**config.mk**
```make
export PLATFORM = sky130hd
export DESIGN_NAME = shift_deserializer_flat
export DESIGN_NICKNAME = d
export VERILOG_FILES = /design/src/rtl/shift_deserializer_if.sv /design/src/rtl/shift_deserializer.sv /design/src/flat_wrapper.sv
export SDC_FILE = /design/constraint.sdc
export NUM_CORES = 1
export LEC_CHECK = 0
export CAP_MARGIN = 20
export CORE_MARGIN = 3
export CORE_UTILIZATION = 48
export DETAILED_ROUTE_END_ITERATION = 8
export PLACE_DENSITY = 0.76
export SLEW_MARGIN = 30
export SYNTH_ARGS = -nofsm -noshare
export SYNTH_HDL_FRONTEND = slang
export SYNTH_SLANG_ARGS = --single-unit
```
**constraint.sdc**
```tcl
create_clock -name i_clk -period 1.85 [get_ports i_clk]
set_input_delay 0.2775 -clock i_clk [delete_from_list [all_inputs] [get_ports i_clk]]
set_output_delay 0.2775 -clock i_clk [all_outputs]
set_load 0.01 [all_outputs]
```
**src/rtl/shift_deserializer_if.sv**
```systemverilog
// Serial-in / word-out handshake bundle for shift_deserializer.
interface shift_deserializer_if #(
  parameter int unsigned NBIT = 8,
  parameter int unsigned CW   = $clog2(NBIT)
);
  logic            i_s;
  logic            i_s_valid;
  logic            i_clr;
  logic            i_ready;
  logic [NBIT-1:0] o_q;
  logic            o_valid;
  logic            o_ovf;
  logic            o_busy;
  logic [CW-1:0]   o_cnt;

  // Upstream/downstream side: drives serial bits, clear and ready.
  modport master (
    output i_s, i_s_valid, i_clr, i_ready,
    input  o_q, o_valid, o_ovf, o_busy, o_cnt
  );

  // Deserializer side.
  modport slave (
    input  i_s, i_s_valid, i_clr, i_ready,
    output o_q, o_valid, o_ovf, o_busy, o_cnt
  );
endinterface

```
**src/rtl/shift_deserializer.sv**
```systemverilog
// MSB-first serial-to-parallel converter with a one-word output buffer,
// sticky overflow flag and synchronous clear.
module shift_deserializer #(
  parameter int unsigned NBIT = 8,
  parameter int unsigned CW   = $clog2(NBIT)
) (
  input logic               i_clk,
  input logic               i_rstn,
  shift_deserializer_if.slave bus
);

  localparam logic [CW-1:0] LAST = CW'(NBIT - 1);

  typedef enum logic {
    IDLE = 1'b0,
    RECV = 1'b1
  } state_t;

  state_t          state;
  state_t          state_nxt;
  logic [NBIT-1:0] sr;
  logic [NBIT-1:0] sr_nxt;
  logic [NBIT-1:0] q;
  logic [NBIT-1:0] q_nxt;
  logic [NBIT-1:0] word;
  logic [CW-1:0]   cnt;
  logic [CW-1:0]   cnt_nxt;
  logic            valid;
  logic            valid_nxt;
  logic            ovf;
  logic            ovf_nxt;
  logic            accept;
  logic            last_bit;
  logic            complete;
  logic            free;

  // Clear outranks a valid bit; a word completes on the NBIT-th accepted bit.
  assign accept   = bus.i_s_valid & ~bus.i_clr;
  assign last_bit = (state == RECV) && (cnt == LAST);
  assign complete = accept & last_bit;
  assign free     = ~valid | bus.i_ready;
  assign word     = {sr[NBIT-2:0], bus.i_s};

  // State register.
  always_ff @(posedge i_clk or negedge i_rstn) begin
    if (!i_rstn) begin
      state <= IDLE;
    end else begin
      state <= state_nxt;
    end
  end

  // Next-state logic: IDLE on clear or on the closing bit of a word.
  always_comb begin
    state_nxt = state;
    if (bus.i_clr) begin
      state_nxt = IDLE;
    end else if (accept) begin
      case (state)
        IDLE:    state_nxt = RECV;
        RECV:    state_nxt = last_bit ? IDLE : RECV;
        default: state_nxt = IDLE;
      endcase
    end
  end

  // Datapath next values: shift register, counter, output buffer, overflow.
  always_comb begin
    sr_nxt    = sr;
    cnt_nxt   = cnt;
    q_nxt     = q;
    valid_nxt = valid;
    ovf_nxt   = ovf;

    if (bus.i_clr) begin
      sr_nxt  = '0;
      cnt_nxt = '0;
      ovf_nxt = 1'b0;
    end else if (accept) begin
      sr_nxt  = word;
      cnt_nxt = last_bit ? '0 : cnt + CW'(1);
    end

    // Output buffer: load when free, otherwise drop and flag; else drain on handshake.
    if (complete && free) begin
      q_nxt     = word;
      valid_nxt = 1'b1;
    end else if (valid && bus.i_ready) begin
      valid_nxt = 1'b0;
    end

    if (complete && !free) begin
      ovf_nxt = 1'b1;
    end
  end

  // Datapath registers.
  always_ff @(posedge i_clk or negedge i_rstn) begin
    if (!i_rstn) begin
      sr    <= '0;
      cnt   <= '0;
      q     <= '0;
      valid <= 1'b0;
      ovf   <= 1'b0;
    end else begin
      sr    <= sr_nxt;
      cnt   <= cnt_nxt;
      q     <= q_nxt;
      valid <= valid_nxt;
      ovf   <= ovf_nxt;
    end
  end

  assign bus.o_q     = q;
  assign bus.o_valid = valid;
  assign bus.o_ovf   = ovf;
  assign bus.o_cnt   = cnt;
  assign bus.o_busy  = (cnt != '0);

endmodule

```
**src/flat_wrapper.sv**
```systemverilog
// flat-port wrapper written by rule: the top's interface ports become plain ports
module shift_deserializer_flat 
#(
  parameter int unsigned NBIT = 8,
  parameter int unsigned CW   = $clog2(NBIT)
)
  (i_clk, i_rstn, bus_i_s, bus_i_s_valid, bus_i_clr, bus_i_ready, bus_o_q, bus_o_valid, bus_o_ovf, bus_o_busy, bus_o_cnt);
  shift_deserializer_if #(.NBIT(NBIT), .CW(CW)) bus_i ();
  input logic i_clk;
  input logic i_rstn;
  input wire logic [$bits(bus_i.i_s)-1:0] bus_i_s;
  input wire logic [$bits(bus_i.i_s_valid)-1:0] bus_i_s_valid;
  input wire logic [$bits(bus_i.i_clr)-1:0] bus_i_clr;
  input wire logic [$bits(bus_i.i_ready)-1:0] bus_i_ready;
  output wire logic [$bits(bus_i.o_q)-1:0] bus_o_q;
  output wire logic [$bits(bus_i.o_valid)-1:0] bus_o_valid;
  output wire logic [$bits(bus_i.o_ovf)-1:0] bus_o_ovf;
  output wire logic [$bits(bus_i.o_busy)-1:0] bus_o_busy;
  output wire logic [$bits(bus_i.o_cnt)-1:0] bus_o_cnt;
  assign bus_i.i_s = bus_i_s;
  assign bus_i.i_s_valid = bus_i_s_valid;
  assign bus_i.i_clr = bus_i_clr;
  assign bus_i.i_ready = bus_i_ready;
  assign bus_o_q = bus_i.o_q;
  assign bus_o_valid = bus_i.o_valid;
  assign bus_o_ovf = bus_i.o_ovf;
  assign bus_o_busy = bus_i.o_busy;
  assign bus_o_cnt = bus_i.o_cnt;
  shift_deserializer #(.NBIT(NBIT), .CW(CW)) u_core (.i_clk(i_clk), .i_rstn(i_rstn), .bus(bus_i));
endmodule
```
==> reports/results.tsv <==
stage	metric	value	unit
floorplanning	row cnt	15	
sta	setup TNS	0	ns
sta	Final Cycle Share	95.3	%
synth	Syn Inst Count	70	
clocking	Root Buffer	clkbuf_4	
setup_path	critical path data required time	2.04	ns
setup_path	crit path DAT	1.95	ns
final_layout	Nets	104	
sta	Final setup viols	0	
sta	Max Clock Skew	0.00792	ns
clocking	Longest Clk Path Bufs	2	
drt	residual DRC count	0	
clocking	clk_lat worst skew	0.30	ns
clocking	Inserted Clock Buffers	3	
floorplanning	core region area	0.00175	mm2
sta	hold slack	0.309	ns
placement	DP HPWL	1.04	mm
setup_path	critical path capture point type	flip-flop	
synth	Netlist cell types	19	
sta	Hold Fails Final Rpt	0	
placement	routability cong.	0.721	
power	VDD IR max	0.342	mV
setup_path	crit path max fanout	7	
final_layout	FF/Latch Area	526	um2
floorplanning	Die Area	0.00244	mm2
synth	Seq cells post-synth	21	
sta	Max transition margin	76.2	%
synth	synthesized area per cell	12.9	um2
synth	Mapped Area	906	um2
drt	first drt pass iteration count	3	
min_path	Hold Path Class	primary input to async pin	
power	Leak Pwr	0.577	nW
clocking	clock sink total	21	
drt	DRT Wirelength	1.52	mm
final_layout	Syn-to-layout area delta	30.7	%
placement	port bufs	19	
global_routing	vias in the first global route	603	
global_routing	largest net degree at the start of global routing	22	
clocking	TritonCTS clock tree	done	
global_routing	total track usage	14.4	%
final_layout	Fillers	141	
clocking	Worst-path clk slew	0.12	ns
floorplanning	die extent in x	49.4	um
global_routing	wire length of the first global-routing pass	2.71	mm
drt	total number of vias	586	
clocking	H-tree Lvls	1	
drt	Via-to-Cell Ratio	4.92	
sta	final worst slack	0.0871	ns
final_layout	multi-input combinational cell area	353	um2
floorplanning	io pins	20	
setup_path	CP Class	flip-flop to flip-flop	
outcome	status	completed	
synth	syn_nets	79	
sta	Slew Limit Fails	0	
drt	average wire per standard cell	12.8	um
floorplanning	Die Y-Extent	49.4	um
sta	Fmax achieved	567	MHz
setup_path	CP Launch Type	flip-flop	
synth	Yosys warnings	0	
final_layout	n_diodes	0	
placement	pre-CTS setup slack	0.0407	ns
sta	Worst Tran Pin Value	0.356	ns
floorplanning	Initial Utilization	51.9	%
synth	sequential area share after synthesis	58.0	%
job	maxcap violations	0	
setup_path	R2R cell count	6	
global_routing	grt total ovfl	0	
sta	Final min period	1.76	ns
drt	Post-DRT Antenna Nets	0	
drt	drt initial violations	5	
final_layout	share of post-route cells with drive strength above 1	19.1	%
global_routing	initial antenna violation count	0	
power	Pwr Density	638	mW/mm2
==> layout make-up <==
cell class                      instances  share of cell area, %
Timing Repair Buffer                   23                   19.9
Tap cell                               25                   2.64
Clock inverter                          1                  0.423
Multi-Input combinational cell         43                   29.8
Clock buffer                            3                   1.90
Sequential cell                        21                   44.4
Inverter                                3                  0.951
==> kinds of logic after synthesis <==
family                   share of synthesized area, %
flip-flops                                       58.0
AND/OR/NAND/NOR                                  12.6
multiplexers                                     17.7
AO/OA/AOI/OAI                                    4.56
buffers and inverters                            3.04
adder cells (fa/ha/maj)                          4.14
==> metrics by stage <==
step           cells  util (%)  area, um2  total power [W]
6_report         119      67.8       1180         0.000756
5_1_grt          119      67.8       1180         0.000793
4_1_cts          118      66.5       1160         0.000768
2_1_floorplan     70         -        906         0.000512
3_5_place_dp     114      64.9       1130         0.000553
3_3_place_gp     114      64.9       1130         0.000552
==> worst paths after layout <==
kind	startpoint	end	slack, ns
max	u_core.bus.o_cnt[1]$_DFFE_PN0P_	u_core.bus.o_q[6]$_DFFE_PN0P_	0.09
min	i_rstn	u_core.bus.o_q[3]$_DFFE_PN0P_	0.31
max reg2reg	u_core.bus.o_cnt[1]$_DFFE_PN0P_	u_core.bus.o_q[6]$_DFFE_PN0P_	0.09
min reg2reg	u_core.bus.o_ovf$_DFFE_PN0P_	u_core.bus.o_ovf$_DFFE_PN0P_	0.52
max in group asynchronous	i_rstn	u_core.bus.o_q[5]$_DFFE_PN0P_	1.33
min in group i_clk	u_core.bus.o_ovf$_DFFE_PN0P_	u_core.bus.o_ovf$_DFFE_PN0P_	0.52
==> routing by layer <==
metal	share of wire [%]	GRT usage, %	wire (um)	vias up
met5	0	0	0	-
met4	0.59	6.91	9	0
met3	3.7	2.14	57	2
met2	49	21.9	741	14
met1	47	20.1	714	283
li1	-	-	-	287
==> power breakdown <==
group | switching, W | leakage (nW) | internal, W | total, W
sequential | 0.00000750 | 0.290 | 0.000466 | 0.000474
combinational | 0.0000342 | 0.270 | 0.0000344 | 0.0000686
clock | 0.000133 | 0.0177 | 0.0000804 | 0.000213
==> worst max-delay path: stages (launching register included) <==
cell and delay [ns]:
dfrtp_1 0.42, ha_1 0.17, ha_1 0.22, nand3_4 0.11
nor3_4 0.26, buf_12 0.15, mux2_2 0.32
==> repair_timing <==
action                                  in CTS  in global routing
buffers inserted                             0                  1
gates resized for setup                      0                  1
hold endpoints to repair                     0                  0
endpoints found under the setup margin       0                  9
hold buffers                                 0                  0
==> synth_stat cells <==
cell | instances | area [um2]
nor2b_1 | 1 | 6.26
ha_1 | 3 | 37.5
mux2i_1 | 7 | 70.1
mux2_2 | 8 | 90.1
o211a_1 | 1 | 10.0
o21bai_1 | 1 | 7.51
nand3_1 | 3 | 15.0
nand2b_1 | 4 | 25.0
nand2_1 | 1 | 3.75
nor2_1 | 8 | 30.0
a21oi_1 | 3 | 15.0
nand3_4 | 1 | 17.5
nor3_4 | 1 | 16.3
dfrtp_1 | 21 | 526
a41oi_1 | 1 | 8.76
buf_4 | 1 | 7.51
buf_2 | 1 | 5.00
clkbuf_1 | 1 | 3.75
inv_1 | 3 | 11.3
==> layout by cell type, fill, tap and decap left out, types with 3 or more instances in the layout <==
cell | synthesis | routed
nand2b_1 | 4 | 4
clkbuf_4 | 0 | 3
mux2_2 | 8 | 8
inv_1 | 3 | 3
a21oi_1 | 3 | 3
clkdlybuf4s50_1 | 0 | 18
nor2_1 | 8 | 8
ha_1 | 3 | 3
dfrtp_1 | 21 | 21
mux2i_1 | 7 | 7
buf_4 | 1 | 3
nand3_1 | 3 | 3
==> sequential cells by signal, summed over array words and instances (netlist names) <==
name,cells
u_core.bus.o_q,8
u_core.bus.o_ovf,1
u_core.bus.o_valid,1
u_core.bus.o_cnt,3
u_core.sr,7
u_core.state,1
(Power assumes the default switching activity.)
